[src/rtl/ex_stage_mod.sv]
// Execute stage: MEM/WB operand forwarding, single-cycle add, and a 32-step restoring A mod B.
// Add and mod-by-zero take 1 cycle; a real modulo holds stall for N+1 cycles and emits after N+2 edges.
module ex_stage_mod #(
  parameter int N = 32
) (
  input  logic         clock,
  input  logic         reset,
  input  logic         valid_in,
  input  logic [N-1:0] rda_ex,
  input  logic [N-1:0] rdb_ex,
  input  logic [N-1:0] extended_ex,
  input  logic [4:0]   ra_ex,
  input  logic [4:0]   rb_ex,
  input  logic [4:0]   rw_ex,
  input  logic         wr_en_ex,
  input  logic         opb_selector_ex,
  input  logic         alu_func_ex,
  input  logic         wd_selector_ex,
  input  logic         wm_ex,
  input  logic [4:0]   rw_mem,
  input  logic         wr_en_mem,
  input  logic [N-1:0] result_mem,
  input  logic [4:0]   rw_wb,
  input  logic         wr_en_wb,
  input  logic [N-1:0] result_wb,
  output logic         stall,
  output logic         valid_out,
  output logic [N-1:0] alu_result,
  output logic [N-1:0] store_data,
  output logic [4:0]   rw_out,
  output logic         wr_en_out,
  output logic         wd_selector_out,
  output logic         wm_out,
  output logic         div_zero
);

  localparam int CW = $clog2(N + 1);

  typedef enum logic [1:0] {S_IDLE, S_BUSY, S_DONE} state_t;

  state_t         r_state;
  state_t         w_next;

  logic [N-1:0]   w_fwd_a;
  logic [N-1:0]   w_fwd_b;
  logic [N-1:0]   w_opb;
  logic [N-1:0]   w_sum;
  logic           w_mod_start;

  // Modulo working set, frozen at accept so later forwarding changes are ignored
  logic [N-1:0]   r_a;
  logic [N-1:0]   r_b;
  logic [N-1:0]   r_rem;
  logic [CW-1:0]  r_count;
  logic [N-1:0]   r_sd;
  logic [4:0]     r_rw;
  logic           r_wr_en;
  logic           r_wds;
  logic           r_wm;

  logic [N:0]     w_trial;
  logic [N-1:0]   w_diff;
  logic           w_ge;
  logic [N-1:0]   w_rem_next;

  // MEM has priority over WB; register 0 is never forwarded
  always_comb begin
    w_fwd_a = rda_ex;
    if (wr_en_mem && (rw_mem == ra_ex) && (ra_ex != 5'd0))
      w_fwd_a = result_mem;
    else if (wr_en_wb && (rw_wb == ra_ex) && (ra_ex != 5'd0))
      w_fwd_a = result_wb;
  end

  always_comb begin
    w_fwd_b = rdb_ex;
    if (wr_en_mem && (rw_mem == rb_ex) && (rb_ex != 5'd0))
      w_fwd_b = result_mem;
    else if (wr_en_wb && (rw_wb == rb_ex) && (rb_ex != 5'd0))
      w_fwd_b = result_wb;
  end

  assign w_opb       = opb_selector_ex ? extended_ex : w_fwd_b;
  assign w_sum       = w_fwd_a + w_opb;
  assign w_mod_start = (r_state == S_IDLE) && valid_in && alu_func_ex && (w_opb != '0);

  // One restoring step; the difference fits in N bits because the result is always < B
  assign w_trial    = {r_rem, r_a[N-1]};
  assign w_ge       = (w_trial >= {1'b0, r_b});
  assign w_diff     = w_trial[N-1:0] - r_b;
  assign w_rem_next = w_ge ? w_diff : w_trial[N-1:0];

  always_ff @(posedge clock) begin
    if (reset)
      r_state <= S_IDLE;
    else
      r_state <= w_next;
  end

  always_comb begin
    w_next = r_state;
    case (r_state)
      S_IDLE:  if (w_mod_start) w_next = S_BUSY;
      S_BUSY:  if (r_count == CW'(1)) w_next = S_DONE;
      S_DONE:  w_next = S_IDLE;
      default: w_next = S_IDLE;
    endcase
  end

  always_comb begin
    stall = 1'b0;
    case (r_state)
      S_IDLE:  stall = w_mod_start;
      S_BUSY:  stall = 1'b1;
      default: stall = 1'b0;
    endcase
  end

  always_ff @(posedge clock) begin
    if (reset) begin
      r_a             <= '0;
      r_b             <= '0;
      r_rem           <= '0;
      r_count         <= '0;
      r_sd            <= '0;
      r_rw            <= '0;
      r_wr_en         <= 1'b0;
      r_wds           <= 1'b0;
      r_wm            <= 1'b0;
      valid_out       <= 1'b0;
      alu_result      <= '0;
      store_data      <= '0;
      rw_out          <= '0;
      wr_en_out       <= 1'b0;
      wd_selector_out <= 1'b0;
      wm_out          <= 1'b0;
      div_zero        <= 1'b0;
    end else begin
      case (r_state)
        S_IDLE: begin
          if (valid_in && !w_mod_start) begin
            valid_out       <= 1'b1;
            alu_result      <= alu_func_ex ? w_fwd_a : w_sum;
            store_data      <= w_fwd_b;
            rw_out          <= rw_ex;
            wr_en_out       <= wr_en_ex;
            wd_selector_out <= wd_selector_ex;
            wm_out          <= wm_ex;
            div_zero        <= alu_func_ex;
          end else begin
            valid_out <= 1'b0;
            wr_en_out <= 1'b0;
            wm_out    <= 1'b0;
            div_zero  <= 1'b0;
            if (w_mod_start) begin
              r_a     <= w_fwd_a;
              r_b     <= w_opb;
              r_rem   <= '0;
              r_count <= CW'(N);
              r_sd    <= w_fwd_b;
              r_rw    <= rw_ex;
              r_wr_en <= wr_en_ex;
              r_wds   <= wd_selector_ex;
              r_wm    <= wm_ex;
            end
          end
        end
        S_BUSY: begin
          r_rem     <= w_rem_next;
          r_a       <= {r_a[N-2:0], 1'b0};
          r_count   <= r_count - CW'(1);
          valid_out <= 1'b0;
          wr_en_out <= 1'b0;
          wm_out    <= 1'b0;
          div_zero  <= 1'b0;
        end
        S_DONE: begin
          valid_out       <= 1'b1;
          alu_result      <= r_rem;
          store_data      <= r_sd;
          rw_out          <= r_rw;
          wr_en_out       <= r_wr_en;
          wd_selector_out <= r_wds;
          wm_out          <= r_wm;
          div_zero        <= 1'b0;
        end
        default: begin
          valid_out <= 1'b0;
          wr_en_out <= 1'b0;
          wm_out    <= 1'b0;
          div_zero  <= 1'b0;
        end
      endcase
    end
  end

endmodule

[config.mk]
export PLATFORM = sky130hd
export DESIGN_NAME = ex_stage_mod
export DESIGN_NICKNAME = d
export VERILOG_FILES = /design/src/rtl/ex_stage_mod.sv
export SDC_FILE = /design/constraint.sdc
export NUM_CORES = 1
export LEC_CHECK = 0
export BUFFER_PORTS_ARGS = -buffer_cell sky130_fd_sc_hd__buf_4
export CORE_MARGIN = 1
export CORE_UTILIZATION = 40
export CTS_CLUSTER_SIZE = 25
export DETAILED_ROUTE_END_ITERATION = 16
export PLACE_DENSITY_LB_ADDON = 0.08
export SLEW_MARGIN = 25
export SYNTH_ARGS = -nofsm -noshare
export SYNTH_HDL_FRONTEND = slang
export SYNTH_SLANG_ARGS = --single-unit
[constraint.sdc]
create_clock -name clock -period 14.5 [get_ports clock]
set_input_delay 0.725 -clock clock [delete_from_list [all_inputs] [get_ports clock]]
set_output_delay 0.725 -clock clock [all_outputs]
set_load 0.02 [all_outputs]
==> results of run 1 <==
==> worst paths after layout <==
| kind | to | from | depth (start not counted) | slack [ns] |
|---|---|---|---|---|
| max | alu_result[30] | rb_ex[2] | 21 | 8.11 |
| min | r_rw[0] | rw_ex[0] | 3 | 0.45 |
| max reg2reg | r_rem[28] | r_a[31] | 16 | 10.32 |
| min reg2reg | r_sd[28] | r_sd[28] | 2 | 0.46 |
==> power by group <==
group          total (uW)  switching (uW)  internal, uW
clock                 633             265           368
combinational         576             349           227
sequential            670            28.9           641
==> worst max-delay path, delay by kind of cell <==
family / cells / cell delay, ns
compound gates: 12 / 3.33
xor+xnor: 1 / 0.18
fa+ha+maj: 2 / 0.82
buf+inv: 2 / 0.41
mux: 1 / 0.39
simple gates: 3 / 0.89
==> logic make-up (layout without fill, tap and decap cells) <==
| family | count (synthesis) | after routing | synth area share, % |
|---|---|---|---|
| AO/OA/AOI/OAI | 477 | 477 | 21.9 |
| XOR/XNOR | 67 | 67 | 4.07 |
| buffers and inverters | 188 | 396 | 5.41 |
| adder cells (fa/ha/maj) | 67 | 67 | 5.90 |
| multiplexers | 101 | 101 | 7.16 |
| AND/OR/NAND/NOR | 812 | 812 | 25.3 |
| flip-flops | 218 | 218 | 30.3 |
==> sequential cells by signal, summed over array words and instances (netlist names), 2 cells and up <==
register,flops
alu_result,32
r_rw,5
r_sd,32
r_state,2
store_data,32
rw_out,5
r_b,32
r_rem,32
r_a,32
r_count,6
==> layout make-up <==
type,instances,area [um2],share of cell area (%)
multi-input combinational,1524,9340,53.4
sequential,218,4360,24.9
clock buffer,38,744,4.26
tap,461,577,3.30
timing repair buffer,290,2180,12.5
clock inverter,4,47.5,0.272
inverter,64,240,1.37
==> cell usage after synthesis, drive strengths merged, types with 3 or more instances <==
library cell	instances
a22oi	10
a21o	32
o21bai	7
or4	3
nor3	40
a21boi	4
or2	6
o211ai	6
nor2b	12
clkbuf	86
or3	7
inv	63
and4	6
ha	63
o31a	4
o41ai	4
dfxtp	218
xor2	13
nor2	320
nand2b	16
o21a	11
nand3b	4
a221oi	16
a21oi	128
mux2i	86
a31oi	23
o21ai	129
nand3	24
xnor2	54
buf	38
o311ai	4
nor3b	3
and2	7
mux2	15
o22ai	8
and3	15
a31o	4
nand2	245
a211oi	40
nand4	28
a2111oi	17
o31ai	17
nor4	72
==> layer usage <==
layer,share of wire [%],global-route usage (%),vias up
met5,0.041,0,-
li1,-,-,7244
met3,6.1,3.75,85
met2,45,50.7,586
met4,3.3,10.3,4
met1,45,42.9,7119
==> per-stage QoR <==
stage	setup slack [ns]	power (uW)	instances
after floorplan	8.76	1050	1930
after global placement	7.58	1250	2557
after detailed placement	7.58	1250	2557
after CTS	8.13	1880	2599
after global routing	7.54	1960	2599
final	8.11	1880	2599
==> impl_summary.log, run 1 <==
INFO  metric worst_slew_margin_rel = 27.5%
INFO  metric cts_hold_buf = 0
INFO  metric io-pin-count = 270
INFO  metric numPortBuffers = 269
INFO  metric postSynthAreaPerCell = 7.47 um2
INFO  metric hold_violations = 0
INFO  metric first_global_vias = 14,112
INFO  metric drt_first_pass_iters = 5
INFO  metric count_of_inserted_antenna_diode_cells = 0
INFO  metric num-fill-cells = 3,570
INFO  metric tritoncts_clock_tree = done
INFO  metric worst_pin_slew = 1.09 ns
INFO  metric rsz0062_at_grt = no
INFO  metric cts_root_buf = sky130_fd_sc_hd__clkbuf_16
INFO  metric register_area_share_after_synthesis = 30.3%
INFO  metric cts.path.max_buffers = 3
INFO  metric leakagePower = 0.00713 uW
INFO  metric top_ff_cell_synth = sky130_fd_sc_hd__dfxtp_1
INFO  metric die_area = 36,800 um2
INFO  metric share_of_post_route_cells_with_drive_strength_above_1 = 18.2%
INFO  metric die_height = 192 um
INFO  metric clock_tree.htree_level_count = 1
INFO  metric post-dp-hpwl = 44.8 mm
INFO  metric clock-skew-final = 0.0165 ns
INFO  metric post_drt_via_cell_ratio = 5.79
INFO  metric stdcell_area = 17,500 um2
INFO  metric timing.critical_path.cells = buf_4, or4_1, o211ai_2, nor2_2, buf_4, o21ai_0, mux2i_1, fa_1, nor2b_1, o21ai_0, a21boi_0, o21ai_0, a21oi_1, maj3_2, o311a_1, a21oi_4, o31ai_4, a31oi_2, o31ai_1, xnor2_1, o22ai_1
INFO  metric floorplan_core_area = 35,600 um2
INFO  metric area_share_of_the_largest_cell_type_after_synthesis = 30.3%
INFO  metric initial_antenna_violation_count = 2
INFO  metric drv_cap = 0
INFO  metric cts.clk_slew.worst_paths = 0.06 ns
INFO  metric via_count = 15,038
INFO  metric worst_path_max_delay_cell = sky130_fd_sc_hd__o21ai_0
INFO  metric p_per_area = 107 nW/um2
INFO  metric avgRoutedWirePerCell = 22.6 um
INFO  metric mappedNetlistNets = 2,190
INFO  metric postLayoutCoreUtil = 49.2%
INFO  metric timing.critical_path.from_type = primary input
INFO  metric cts.sinks = 218
INFO  metric clock_latency = 0.54 ns
INFO  metric most-common-layout-cells = sky130_fd_sc_hd__nor2_1, sky130_fd_sc_hd__buf_4, sky130_fd_sc_hd__nand2_1
INFO  metric gp_routability_congestion = 0.923
INFO  metric remaining_drc_errors = 0
INFO  metric final.hold.worst_slack = 0.449 ns
INFO  metric placementRows = 69
INFO  metric cts_setup_buffers = 0
INFO  metric peakVddDrop = 117 uV
INFO  metric worst-setup-path-type = primary input to register
INFO  metric num-nets-final = 2,383
INFO  metric final.min_clock_period = 6.39 ns
INFO  metric synth_largest_area_cell = sky130_fd_sc_hd__dfxtp_1
INFO  metric area_growth = 21.3%
INFO  metric setup_tns = 0 ns
INFO  metric crit_path_max_incr_delay = 0.59 ns
INFO  metric drt_iter0_markers = 1,210
INFO  metric synth_edf_count = 0
INFO  metric synth_seq_cells = 218
INFO  metric track_usage = 31.3%
INFO  metric worst_setup_path_end_kind = register
INFO  metric timing.critical_path.mode_cell = sky130_fd_sc_hd__o21ai_0
INFO  metric global_route.overflow_total = 0
INFO  metric floorplan.initialDensity = 40.6%
INFO  metric slew_viol_final = 0
INFO  metric grt_first_pass_wirelength = 86.8 mm
INFO  metric mostFrequentLayoutCell = sky130_fd_sc_hd__nor2_1
INFO  metric type_of_the_most_critical_hold_path = primary input to register
INFO  metric placed_area = 16,700 um2
INFO  metric cp_max_fo = 37
INFO  metric achievable-frequency = 0.156 GHz
INFO  metric final_antenna_net_count = 0
INFO  metric req_time_crit_path = 14.88 ns
INFO  metric timing.critical_path.arrival = 6.78 ns
INFO  metric synth.cell_area = 14,400 um2
INFO  metric synthesis.instances = 1,930
INFO  metric finalSetupViolCount = 0
INFO  metric synth_area_leaders = sky130_fd_sc_hd__dfxtp_1, sky130_fd_sc_hd__nor2_1, sky130_fd_sc_hd__nand2_1
INFO  metric fin_crit_sh = 44.1%
INFO  metric finalWirelength = 58.7 mm
INFO  metric async_set_reset_flop_share_out_of_synthesis = 0%
INFO  metric synth.lib_cells_used.distinct = 82
INFO  metric fp.dieW = 192 um
INFO  metric synthesis.yosys.warnings = 0
INFO  metric cts_resized = 0
INFO  metric grt_start_max_net_pins = 93
INFO  metric numCtsBuffers = 25
INFO  metric result_of_the_run = finished clean
No activity file was read; power rests on OpenSTA's default activity.
==> inputs of run 2 (changes only) <==
Clock period 14.5 ns to 5.18 ns, I/O delays scaled along.
==> impl_summary.log, run 2 (same netlist as run 1, synthesis figures left out) <==
INFO  metric result_of_the_run = finished clean
INFO  metric post-dp-hpwl = 45.8 mm (+2.4%)
INFO  metric most-common-layout-cells = sky130_fd_sc_hd__buf_4, sky130_fd_sc_hd__nor2_1, sky130_fd_sc_hd__nand2_1
INFO  metric num-nets-final = 2,468 (+3.6%)
INFO  metric floorplan.initialDensity = 40.6% (unchanged)
INFO  metric finalSetupViolCount = 0 (unchanged)
INFO  metric setup_tns = 0 ns (unchanged)
INFO  metric worst_pin_slew = 1.08 ns (-0.00847 ns)
INFO  metric die_height = 192 um (unchanged)
INFO  metric worst_setup_path_end_kind = register
INFO  metric mostFrequentLayoutCell = sky130_fd_sc_hd__buf_4
INFO  metric drv_cap = 0 (unchanged)
INFO  metric worst-setup-path-type = primary input to register
INFO  metric gp_routability_congestion = 0.908 (-1.6%)
INFO  metric first_global_vias = 14,530 (+3.0%)
INFO  metric clock_tree.htree_level_count = 1 (unchanged)
INFO  metric num-fill-cells = 3,513 (-1.6%)
INFO  metric timing.critical_path.arrival = 5.01 ns (-1.77 ns)
INFO  metric area_growth = 27.4%
INFO  metric area_taken_by_multi_input_logic_gates = 9350 um2 (about the same)
INFO  metric timing.critical_path.from_type = primary input
INFO  metric fin_crit_sh = 88.8%
INFO  metric avgRoutedWirePerCell = 22.1 um (-2.3%)
INFO  metric final-seq-area = 4360 um2 (unchanged)
INFO  metric cts.sinks = 218 (unchanged)
INFO  metric placementRows = 69 (unchanged)
INFO  metric cts.path.max_buffers = 3 (unchanged)
INFO  metric finalWirelength = 59.3 mm (+1.1%)
INFO  metric initial_antenna_violation_count = 1 (-1)
INFO  metric via_count = 15,332 (+2.0%)
INFO  metric drt_first_pass_iters = 5 (unchanged)
INFO  metric instances_no_fill = 2,691 (+3.5%)
INFO  metric rsz0062_at_grt = no
INFO  metric numPortBuffers = 269 (unchanged)
INFO  metric clock_latency = 0.57 ns (+0.03 ns)
INFO  metric share_of_post_route_cells_with_drive_strength_above_1 = 21.5% (+3.2 points)
INFO  metric number_of_placed_cells_counting_well_taps = 2,631 (+2.9%)
INFO  metric grt_first_pass_wirelength = 88.8 mm (+2.3%)
INFO  metric drt_iter0_markers = 981 (-19%)
INFO  metric cts_root_buf = sky130_fd_sc_hd__clkbuf_16
INFO  metric final_antenna_net_count = 0 (unchanged)
INFO  metric worst_slew_margin_rel = 28.0% (+0.56 points)
INFO  metric cts.clk_slew.worst_paths = 0.06 ns (about the same)
INFO  metric post_drt_via_cell_ratio = 5.70 (-1.5%)
INFO  metric peakVddDrop = 293 uV (+150%)
INFO  metric grt_start_max_net_pins = 104 (+12%)
INFO  metric numCtsBuffers = 28 (+12%)
INFO  metric die_area = 36,800 um2 (unchanged)
INFO  metric count_of_inserted_antenna_diode_cells = 0 (unchanged)
INFO  metric clock-skew-final = 0.0110 ns (-0.00558 ns)
INFO  metric io-pin-count = 270 (unchanged)
INFO  metric remaining_drc_errors = 0 (unchanged)
INFO  metric tritoncts_clock_tree = done
INFO  metric achievable-frequency = 0.217 GHz
INFO  metric final.hold.worst_slack = 0.150 ns (-0.299 ns)
INFO  metric postLayoutCoreUtil = 51.7% (+2.5 points)
INFO  metric req_time_crit_path = 5.59 ns (-9.29 ns)
INFO  metric fp.dieW = 192 um (unchanged)
INFO  metric p_per_area = 305 nW/um2 (+180%)
INFO  metric leakagePower = 0.00763 uW (+7.0%)
INFO  metric cp_max_fo = 7 (-81%)
INFO  metric floorplan_core_area = 35,600 um2 (unchanged)
INFO  metric final.min_clock_period = 4.60 ns
INFO  metric global_route.overflow_total = 0 (unchanged)
INFO  metric slew_viol_final = 0 (unchanged)
INFO  metric track_usage = 31.9% (+0.64 points)
INFO  metric type_of_the_most_critical_hold_path = primary input to register
INFO  metric hold_violations = 0 (unchanged)
-- run 2: routing by layer --
layer  vias to the layer above  track usage [%]  share of wire (%)
li1                       7428                -                  -
met1                      7240             44.0                 45
met2                       575             51.5                 45
met3                        87             4.22                6.6
met4                         2             9.77                2.9
met5                         -                0              0.015
-- run 2: repair_timing --
action	CTS	global route
hold buffers	8	0
resized for setup	0	0
buffers inserted	0	0
hold endpoints to repair	16	0
-- run 2: worst paths after layout --
check             cells after the start              to           from  slack [ns]
setup / recovery                     22  alu_result[30]       ra_ex[1]        0.58
hold / removal                        5         r_sd[9]  result_mem[9]        0.15
setup reg to reg                     16       r_rem[28]         r_b[1]        1.01
hold reg to reg                       2         r_rw[1]        r_rw[1]        0.46
-- run 2: layout make-up --
class | instances | share of cell area, %
repair buffers | 372 | 15.7
multi-input cells | 1524 | 50.9
well taps | 461 | 3.14
clock buffers | 34 | 4.21
clock inverters | 18 | 1.01
inverters | 64 | 1.31
flip-flops and latches | 218 | 23.7
-- run 2: report_power, final --
| part | switching (uW) | leakage [uW] | internal [uW] |
|---|---|---|---|
| logic | 991 | 0.00538 | 706 |
| clock network | 827 | 0.000468 | 1210 |
| registers | 80.9 | 0.00178 | 1800 |
| total | 1900 | 0.00763 | 3720 |
-- run 2: critical path, stage by stage --
cell,delay (ns)
sky130_fd_sc_hd__buf_4,0.12
sky130_fd_sc_hd__or4_1,0.61
sky130_fd_sc_hd__o211ai_2,0.28
sky130_fd_sc_hd__nor2_4,0.12
sky130_fd_sc_hd__mux2i_1,0.14
sky130_fd_sc_hd__o21ai_0,0.25
sky130_fd_sc_hd__ha_1,0.23
sky130_fd_sc_hd__inv_1,0.06
sky130_fd_sc_hd__fa_1,0.37
sky130_fd_sc_hd__nor2b_1,0.15
sky130_fd_sc_hd__o21ai_0,0.12
sky130_fd_sc_hd__a21boi_0,0.24
sky130_fd_sc_hd__o21ai_0,0.16
sky130_fd_sc_hd__a21oi_1,0.27
sky130_fd_sc_hd__maj3_2,0.28
sky130_fd_sc_hd__o311a_1,0.24
sky130_fd_sc_hd__a21oi_4,0.09
sky130_fd_sc_hd__o31ai_4,0.29
sky130_fd_sc_hd__a31oi_2,0.18
sky130_fd_sc_hd__o31ai_1,0.30
sky130_fd_sc_hd__xnor2_1,0.15
sky130_fd_sc_hd__o22ai_1,0.08
-- run 2: metrics by stage --
| step | power (uW) | area (um2) | setup slack (ns) |
|---|---|---|---|
| after detailed placement | 3580 | 17300 | 0.0929 |
| after global placement | 3580 | 17300 | 0.184 |
| final | 5610 | 18400 | 0.581 |
| after global routing | 5870 | 18400 | 0.242 |
| after CTS | 5630 | 18400 | 0.620 |
| after floorplan | 2930 | 14400 | 0.133 |
